### src/rtl/mux_rr_stream.sv
// N-channel valid/ready stream mux with a registered output stage.
// Static select (mode 0) or round-robin arbitration (mode 1); out_ch tags each word.
module mux_rr_lane #(
    parameter int IDX   = 0,
    parameter int log2N = 2
) (
    input  logic             load_en,
    input  logic             rst_n,
    input  logic             grant_vld,
    input  logic [log2N-1:0] grant,
    output logic             ready
);
    assign ready = load_en & rst_n & grant_vld & (grant == log2N'(IDX));
endmodule

module mux_rr_stream #(
    parameter int N     = 4,
    parameter int W     = 8,
    parameter int log2N = 2
) (
    input  logic             clk,
    input  logic             rst_n,
    input  logic             mode,
    input  logic [log2N-1:0] sel,
    input  logic [N*W-1:0]   in_data,
    input  logic [N-1:0]     in_valid,
    output logic [N-1:0]     in_ready,
    output logic [W-1:0]     out_data,
    output logic             out_valid,
    input  logic             out_ready,
    output logic [log2N-1:0] out_ch
);
    logic [log2N-1:0] ptr;
    logic [log2N-1:0] grant;
    logic             grant_vld;
    logic             load_en;
    logic             xfer;
    int               idx;

    assign load_en = !out_valid | out_ready;

    // Mode 1 scans from ptr+1 downward-overwriting so the nearest valid channel wins.
    always_comb begin
        grant     = '0;
        grant_vld = 1'b0;
        idx       = 0;
        if (!mode) begin
            for (int k = 0; k < N; k++) begin
                if (sel == log2N'(k) && in_valid[k]) begin
                    grant     = log2N'(k);
                    grant_vld = 1'b1;
                end
            end
        end else begin
            for (int i = N; i >= 1; i--) begin
                idx = int'(ptr) + i;
                if (idx >= N) idx = idx - N;
                if (in_valid[idx]) begin
                    grant     = log2N'(idx);
                    grant_vld = 1'b1;
                end
            end
        end
    end

    for (genvar k = 0; k < N; k++) begin : g_lane
        mux_rr_lane #(.IDX(k), .log2N(log2N)) u_lane (
            .load_en   (load_en),
            .rst_n     (rst_n),
            .grant_vld (grant_vld),
            .grant     (grant),
            .ready     (in_ready[k])
        );
    end

    // grant_vld already implies in_valid of the granted channel.
    assign xfer = grant_vld & load_en;

    always_ff @(posedge clk) begin
        if (!rst_n) begin
            out_valid <= 1'b0;
            out_data  <= '0;
            out_ch    <= '0;
            ptr       <= log2N'(N-1);
        end else if (xfer) begin
            out_valid <= 1'b1;
            out_data  <= in_data[int'(grant)*W +: W];
            out_ch    <= grant;
            if (mode) ptr <= grant;
        end else if (out_ready) begin
            out_valid <= 1'b0;
        end
    end
endmodule
### config.mk
export PLATFORM = sky130hd
export DESIGN_NAME = mux_rr_stream
export DESIGN_NICKNAME = d
export VERILOG_FILES = /design/src/rtl/mux_rr_stream.sv
export SDC_FILE = /design/constraint.sdc
export NUM_CORES = 1
export LEC_CHECK = 0
export ABC_AREA = 1
export CAP_MARGIN = 20
export CORE_MARGIN = 2
export CORE_UTILIZATION = 40
export DETAILED_ROUTE_END_ITERATION = 8
export GPL_TIMING_DRIVEN = 0
export PLACE_DENSITY = 0.79
export REMOVE_ABC_BUFFERS = 1
export SLEW_MARGIN = 10
export SYNTH_ARGS = -nofsm -noshare
export SYNTH_HDL_FRONTEND = slang
export SYNTH_SLANG_ARGS = --single-unit
### constraint.sdc
create_clock -name clk -period 2.7 [get_ports clk]
set_clock_uncertainty 0.2 [all_clocks]
set_input_delay 0.54 -clock clk [delete_from_list [all_inputs] [get_ports clk]]
set_output_delay 0.54 -clock clk [all_outputs]
set_load 0.02 [all_outputs]
==> results.yml, run 1 <==
setup_path:
  crit_path_top_delay_cell: "dfxtp_4"
  crit_fanout: 5
  required_ps: 1960
  setup.worst_path.start: "ptr[0]"
  crit-reg2reg-capture: "out_data[6]"
  worst_setup_path_start_kind: "flop"
  criticalPathCategory: "reg -> out"
  ff2ff_setup_slack_ps: 420
  critical-path-top-cell-by-count: "nand2_2"
  worst_endpoint_data_arrival_time_ps: 1900
  crit_path_max_incr_delay_ps: 370
  critPathCaptureType: "output port"
  crit_chain: "buf_12 > o21ai_4 > nand2_2 > nand2_2 > nand3_2 > nand2_1 > nand2_1 > nand2_2 > nand2_4 > buf_6 > nor3_4 > buf_6"
  setup.worst_path.end: "in_ready[3]"
  r2r_start: "ptr[0]"
  reg2regPathDepth: 15
drt:
  num_vias: 1496
  routed_via_density: 4.749
  postRouteAntennaNets: 0
  detail_route.drc_violations: 0
  routed_len_inst_um: 11.26
  detail_route.first_pass.iterations: 4
  drt_wl_total_um: 3546
  drt-initial-drc-count: 64
sta:
  maxSlewViolCount: 0
  timing.setup.tns_ps: 0
  grt_setup_unrepaired: "yes"
  period_share_pct: 97.86
  setup_viol_count_final: 0
  maximum_operating_frequency_mhz: 378.5
  timing.final.hold_violations: 0
  timing.max_slew.rel_slack_pct: 66.25
  max_slew.worst_pin.slew_ps: 505.6
  period_needed_ps: 2642
global_routing:
  grt_max_degree: 21
  number_of_antenna_violations_at_the_first_check_in_global_routing: 0
  globalRouteTotalUtil_pct: 19.78
  grt_first_pass_wirelength_um: 5630
  first_global_vias: 1375
  grt_overflow_total: 0
cts:
  clk-insertion-delay-late_ps: 270
  cts_made_buffers: 3
  clock_path_buffers: 2
  clockRootBuffer: "clkbuf_4"
  tritoncts: "done"
  cts.sink_count: 13
  clk_transition_reported_paths_ps: 80
  h-tree-depth: 1
  cts.hold.buffers_added: 0
job:
  maxCapViolations: 0
die:
  die_area_sq_um: 3729
  die_w_um: 61.07
  starting_density_pct: 42.32
  placementRows: 20
  area_of_the_core_sq_um: 3078
  ioPinCount: 57
  die_height_um: 61.07
hold_path:
  holdCritPathClass: "reg -> reg"
placement:
  io_buffer_count: 56
  place_area_sq_um: 1828
  place_congestion: 0.8452
  dp.final_hpwl_um: 2461
yosys:
  yosys.cell_types.count: 25
  synth_cells: 209
  ys_top_cells_by_area: "dfxtp_1, nand2_1, nand3_1, inv_1, nand2_4"
  cell_taking_the_most_area_after_synthesis: "dfxtp_1"
  synth-warning-count: 0
  synth.top_cell.area_share_pct: 19.98
  seq_area_frac_synth_pct: 19.98
  yosys_register_bits: 13
  synth.cell_area_sq_um: 1302
  post_synth.cell_area_avg_sq_um: 6.232
layout:
  final_cell_area_sq_um: 2029
  nFillCells: 280
  fin_nets: 314
  layout.cells.most_common: "clkdlybuf4s50_1"
  area_delta_synth_final_pct: 55.81
  diodes: 0
  post_route_cells_drive_above_1_share_pct: 30.63
  layout.cells.most_common_list: "clkdlybuf4s50_1, nand2_1, inv_1, nor2_1, nand3_1"
pwr:
  power_per_cell_area_nw_per_um2: 440.3
  power_leakage_nw: 1.030
  max-vdd-ir-drop_v: 0.0002980
status:
  status: "finished, final reports clean"
==> repair_timing <==
| action | CTS | global route |
|---|---|---|
| gates cloned | 1 | 0 |
| endpoints found under the setup margin | 4 | 4 |
| resized for setup | 46 | 20 |
| pin swaps | 10 | 11 |
| buffers inserted | 7 | 5 |
| hold endpoints to repair | 0 | 0 |
==> through the flow <==
step / hold slack (ps) / util, % / total power [mW] / std cells / worst slack, ps
detailed placement: 315.2 / 59.39 / 0.7003 / 298 / -1065
CTS: 338.6 / 63.29 / 0.8632 / 310 / 15.59
global placement: 310.0 / 59.39 / 0.6936 / 298 / -1008
floorplan: 343.0 / - / 0.5304 / 198 / -45.93
finish: 332.8 / 65.94 / 0.8936 / 315 / 57.68
global route: 369.0 / 65.94 / 0.9583 / 315 / -68.51
==> area by class of cell <==
class,instances,area (sq um),area share [%]
Multi-Input combinational cell,151,905.9,44.64
Tap cell,44,55.05,2.713
Inverter,35,137.6,6.782
Clock buffer,4,26.28,1.295
Timing Repair Buffer,68,639.4,31.50
Sequential cell,13,265.3,13.07
==> flip-flops by register name, indices dropped and copies added (netlist names) <==
register   cells
out_ch         2
out_data       8
out_valid      1
ptr            2
==> kinds of logic (layout without fill, tap and decap cells) <==
family	after synthesis	in the layout	synth area share, %
DFF	13	13	19.98
AOI/OAI and AO/OA	20	20	8.262
and+or+nand+nor	130	131	54.37
buffers and inverters	46	107	17.39
==> how the worst min path moves through the flow <==
stage                 from     endpoint  slack, ps  cells after the start
2_1_floorplan       ptr[1]       ptr[1]        340                      2
3_3_place_gp   out_data[3]  out_data[3]        310                      2
3_5_place_dp   out_data[5]  out_data[5]        320                      2
4_1_cts        out_data[5]  out_data[5]        340                      2
5_1_grt        out_data[5]  out_data[5]        370                      2
6_report       out_data[5]  out_data[5]        330                      2
==> layer usage <==
layer | track usage [%] | wire, um | vias to the layer above
met5 | 0 | 0 | -
met4 | 1.863 | 0 | 0
met3 | 6.723 | 236 | 0
met2 | 37.84 | 1964 | 56
met1 | 21.69 | 1345 | 669
li1 | - | - | 771
==> cells in the mapped netlist, drive strengths merged <==
cell    number
nand2       68
inv         34
nand3       33
nor2        25
dfxtp       13
o21ai       13
buf          9
a21oi        6
nor3         3
clkbuf       2
and2         1
clkinv       1
o311ai       1
==> critical path, delay by kind of cell (launching register included) <==
kind            cells  cell delay [ps]
flops               1              370
compound gates      1              180
buf+inv             3              400
simple gates        8              670
==> power by group <==
group | leakage (nW) | switching (mW) | internal, mW
Combinational | 0.908 | 0.299 | 0.240
Clock | 0.0150 | 0.0593 | 0.0572
Sequential | 0.108 | 0.0182 | 0.220
Total | 1.03 | 0.376 | 0.517
No activity file was read; power rests on OpenSTA's default activity.
==> run 2: changes to the inputs <==
CAP_MARGIN = unset   (was 20)
PLACE_DENSITY = 0.77   (was 0.79)
==> run 2 against run 1 <==
Non-clock buffer count shrank 4; critical path depth grew 1; die area unchanged; largest cell class unchanged; clock-buffer cell count did not move.
==> results.yml, run 2 (synthesis results as in run 1) <==
status:
  status: "finished, final reports clean"
setup_path:
  worst_endpoint_data_arrival_time_ps: 1850
  crit_path_max_incr_delay_ps: 250
  crit_chain: "dlygate4sd2_1 > nand2_1 > nand2_2 > nand2_1 > nand2_1 > inv_2 > nand2_2 > nand2_2 > nand3_4 > nand2_8 > inv_2 > nor3_1 > buf_2"
  required_ps: 1960
  criticalPathCategory: "in -> out"
  critPathCaptureType: "output port"
  crit_path_top_delay_cell: "dlygate4sd2_1"
  crit_fanout: 4
  worst_setup_path_start_kind: "input port"
sta:
  timing.max_slew.rel_slack_pct: 66.42
  maximum_operating_frequency_mhz: 386.1
  period_share_pct: 95.92
  setup_viol_count_final: 0
  timing.final.hold_violations: 0
  grt_setup_unrepaired: "no"
  timing.setup.tns_ps: 0
  max_slew.worst_pin.slew_ps: 503.2
  period_needed_ps: 2590
  maxSlewViolCount: 0
cts:
  clockRootBuffer: "clkbuf_4"
  clk-insertion-delay-late_ps: 270
  clock_path_buffers: 2
  h-tree-depth: 1
  cts_made_buffers: 3
  clk_transition_reported_paths_ps: 80
  cts.sink_count: 13
  tritoncts: "done"
layout:
  post_route_cells_drive_above_1_share_pct: 29.21
  layout.cells.most_common: "clkdlybuf4s50_1"
  area_delta_synth_final_pct: 51.10
  fin_nets: 310
  diodes: 0
  reg_top3: "out_data: 8 flops, out_ch: 2 flops, ptr: 2 flops"
  largest_reg_flops: 8
  finish.cell_count_without_fillers: 311
  layout.cells.most_common_list: "clkdlybuf4s50_1, nand2_1, inv_1, nor2_1, nand3_1"
  largest-register: "out_data"
global_routing:
  grt_overflow_total: 0
  globalRouteTotalUtil_pct: 19.67
  grt_first_pass_wirelength_um: 5582
  first_global_vias: 1340
  grt_max_degree: 21
  number_of_antenna_violations_at_the_first_check_in_global_routing: 0
placement:
  dp.final_hpwl_um: 2457
  io_buffer_count: 56
  placedCellCount: 298
  place_congestion: 0.8373
pwr:
  power_per_cell_area_nw_per_um2: 439.8
  max-vdd-ir-drop_v: 0.0003978
  power_leakage_nw: 1.001
drt:
  detail_route.first_pass.iterations: 4
  routed_len_inst_um: 10.70
  num_vias: 1453
  routed_via_density: 4.672
  drt_wl_total_um: 3328
  detail_route.drc_violations: 0
  drt-initial-drc-count: 52
  postRouteAntennaNets: 0
die:
  die_area_sq_um: 3729
  die_w_um: 61.07
  placementRows: 20
  starting_density_pct: 42.32
  die_height_um: 61.07
  ioPinCount: 57
  area_of_the_core_sq_um: 3078
hold_path:
  holdCritPathClass: "reg -> reg"
job:
  maxCapViolations: 0
==> run 2: worst paths after layout <==
check	start	endpoint	slack (ps)	depth (start not counted)
max	in_valid[0]	in_ready[2]	110	13
min	out_data[1]	out_data[1]	340	2
max reg2reg	ptr[0]	out_data[7]	520	15
min reg2reg	out_data[1]	out_data[1]	340	2
==> run 2: routing by layer <==
layer | up-vias | track usage [%] | part of all wire [%]
met1 | 622 | 21.49 | 38
met5 | - | 0 | 0
li1 | 762 | - | -
met4 | 0 | 5.280 | 1.7
met2 | 61 | 35.87 | 51
met3 | 8 | 6.933 | 9.1
==> run 2: area by class of cell <==
cell class                 count  area (sq um)
inverter                      35         137.6
sequential                    13         265.3
tap                           44         55.05
timing repair buffer          64         584.3
clock buffer                   4         26.28
fill                         290          1110
multi-input combinational    151         899.6
==> run 2: critical path: cells and delay by family <==
kind	cells	cell delay [ps]
AND/OR/NAND/NOR	9	750
buffers and inverters	4	550
==> run 2: what timing repair did <==
item / 4_1_cts / 5_1_grt
hold endpoints to repair: 0 / 0
endpoints found under the setup margin: 4 / 4
hold buffers: 0 / 0
pin swaps: 7 / 7
resized for setup: 41 / 20
cloned: 1 / 0
setup buffers: 7 / 1
==> run 2: metrics by stage <==
step / setup slack [ps] / instance area [sq um] / hold WS, ps / utilization, % / power (mW)
6_report: 110.0 / 1968 / 335.4 / 63.94 / 0.8655
5_1_grt: 4.560 / 1968 / 361.3 / 63.94 / 0.9331
4_1_cts: 17.96 / 1946 / 341.3 / 63.21 / 0.8618
3_5_place_dp: -1043 / 1828 / 316.1 / 59.39 / 0.7007
3_3_place_gp: -1036 / 1828 / 309.7 / 59.39 / 0.6950
2_1_floorplan: -45.93 / 1212 / 343.0 / - / 0.5304
==> run 2: report_power, final <==
part,internal (mW),switching (mW)
Sequential,0.220,0.0208
Clock,0.0572,0.0598
Combinational,0.224,0.284
Total,0.501,0.364
==> run 3: changes to the inputs <==
CELL_PAD_IN_SITES_DETAIL_PLACEMENT = 1   (was unset)
CELL_PAD_IN_SITES_GLOBAL_PLACEMENT = 1   (was unset)
CORE_UTILIZATION = 28   (was 40)
PLACE_DENSITY = unset   (was 0.77)
PLACE_DENSITY_LB_ADDON = 0.1   (was unset)
==> run 3 against run 2 <==
Hold slack got worse by 11 ps; critical path depth unchanged; combinational power increased by 1%; critical path type unchanged; critical endpoint is now in_ready[3].
==> results.yml, run 3 (synthesis results as in run 1) <==
sta:
  maxSlewViolCount: 0
  period_needed_ps: 2584
  timing.max_slew.rel_slack_pct: 64.03
  setup_viol_count_final: 0
  max_slew.worst_pin.slew_ps: 538.9
  maximum_operating_frequency_mhz: 387.0
  fin_ws_ps: 116.3
  timing.final.hold_violations: 0
  period_share_pct: 95.69
setup_path:
  criticalPathCategory: "in -> out"
  ff2ff_setup_slack_ps: 400
  worst_setup_path_start_kind: "input port"
  crit_path_top_delay_cell: "buf_2"
  cp_top_family: "simple AND/OR/NAND/NOR gates"
  crit-reg2reg-capture: "out_data[3]"
  crit_chain: "buf_2 > inv_4 > o21ai_4 > nand2_2 > nand2_1 > nand3_1 > nand2_1 > nand2_1 > nand2_2 > nand2_4 > buf_4 > nor3_2 > buf_2"
  crit_path_max_incr_delay_ps: 170
  crit_fanout: 4
  cp_num_buf_inv: 4
  required_ps: 1960
  critical-path-top-cell-by-count: "nand2_1"
  worst_endpoint_data_arrival_time_ps: 1840
  worst-path-stages: 13
  r2r_start: "ptr[0]"
  critPathCaptureType: "output port"
  reg2regPathDepth: 17
die:
  placementRows: 24
  die_area_sq_um: 5214
  starting_density_pct: 29.51
  die_height_um: 72.21
  ioPinCount: 57
  area_of_the_core_sq_um: 4414
  die_w_um: 72.21
global_routing:
  grt_overflow_total: 0
  grt_first_pass_wirelength_um: 7003
  grt_max_degree: 21
  first_global_vias: 1486
  globalRouteTotalUtil_pct: 16.70
  number_of_antenna_violations_at_the_first_check_in_global_routing: 0
cts:
  clk_transition_reported_paths_ps: 50
  tritoncts: "done"
  clockRootBuffer: "clkbuf_8"
  cts.hold.buffers_added: 0
  cts_made_buffers: 3
  cts.sink_count: 13
  h-tree-depth: 1
  clk-insertion-delay-late_ps: 240
  clock_path_buffers: 2
drt:
  postRouteAntennaNets: 0
  detail_route.first_pass.iterations: 4
  drt-initial-drc-count: 43
  detail_route.drc_violations: 0
  drt_wl_total_um: 4056
  routed_len_inst_um: 12.71
  routed_via_density: 4.655
  num_vias: 1485
layout:
  layout.cells.most_common: "clkdlybuf4s50_1"
  nFillCells: 596
  largest_reg_flops: 8
  finish.cell_count_without_fillers: 319
  reg_top3: "out_data: 8 flops, out_ch: 2 flops, ptr: 2 flops"
  layout.cells.most_common_list: "clkdlybuf4s50_1, nand2_1, inv_1, nor2_1, nand3_1"
  largest-register: "out_data"
  diodes: 0
  final_cell_area_sq_um: 1979
  post_route_cells_drive_above_1_share_pct: 28.09
  area_delta_synth_final_pct: 51.97
  fin_nets: 310
job:
  maxCapViolations: 0
status:
  status: "finished, final reports clean"
placement:
  io_buffer_count: 56
  place_worst_setup_slack_ps: -1105
  dp.final_hpwl_um: 2948
  place_area_sq_um: 1838
  placedCellCount: 306
  place_congestion: 0.7334
hold_path:
  min_to: "out_data[4]"
  holdCritPathClass: "reg -> reg"
  holdPathStages: 2
  min_from: "out_data[4]"
pwr:
  power_per_cell_area_nw_per_um2: 468.3
  max-vdd-ir-drop_v: 0.0002224
  power_leakage_nw: 1.004
run 3: cell count changes in the layout (fill, tap and decap cells not counted), moves of 2 or more:
| cell | change |
|---|---|
| nor3_2 | +2 |
| buf_2 | +2 |
| clkbuf_8 | +3 |
| clkbuf_2 | -2 |
| clkbuf_4 | -3 |
run 3: how the worst max path moves through the flow:
| stage | startpoint | end | slack (ps) |
|---|---|---|---|
| 3_5_place_dp | in_valid[3] | in_ready[2] | -1110 |
| 4_1_cts | in_valid[2] | in_ready[2] | 3 |
| 2_1_floorplan | in_valid[3] | in_ready[2] | -50 |
| 3_3_place_gp | in_valid[3] | in_ready[2] | -1120 |
| 6_report | in_valid[3] | in_ready[3] | 120 |
| 5_1_grt | in_valid[0] | in_ready[2] | -20 |
run 3: stage by stage:
step	power, mW	utilization, %	TNS [ps]	hold WS, ps
3_5_place_dp	0.7157	41.64	-6209	315.1
3_3_place_gp	0.7100	41.64	-6223	312.6
2_1_floorplan	0.5304	-	-45.93	343.0
5_1_grt	1.006	44.84	-24.35	364.7
4_1_cts	0.9274	44.27	0	332.3
6_report	0.9270	44.84	0	324.4
run 3: report_power, final:
part           switching, mW  total [mW]  internal (mW)
clock                 0.0666       0.171          0.104
combinational          0.294       0.513          0.219
sequential            0.0221       0.243          0.221
total                  0.383       0.927          0.544
run 3: area by class of cell:
cell class	instances	area (sq um)	area share [%]
Timing Repair Buffer	64	581.8	29.39
Clock buffer	4	45.04	2.276
Sequential cell	13	265.3	13.40
Inverter	35	138.9	7.016
Tap cell	52	65.06	3.287
Multi-Input combinational cell	151	883.3	44.63
run 3: worst register-to-register path: cells and delay by family, from the launching register on:
family / cells / cell delay, ps
flops: 1 / 430
buf+inv: 4 / 600
simple gates: 13 / 970
run 3: routing by layer:
metal | vias up | global-route usage (%) | routed length, um
met5 | - | 0 | 0
met4 | 0 | 3.145 | 31
met3 | 4 | 3.194 | 219
met2 | 41 | 29.87 | 1959
met1 | 678 | 20.86 | 1846
li1 | 762 | - | -
run 3: repair_timing:
action                                  4_1_cts  5_1_grt
gates resized for setup                      42       13
gates cloned                                  1        0
pin swaps                                     8       10
endpoints found under the setup margin        6        4
buffers inserted                              6        2
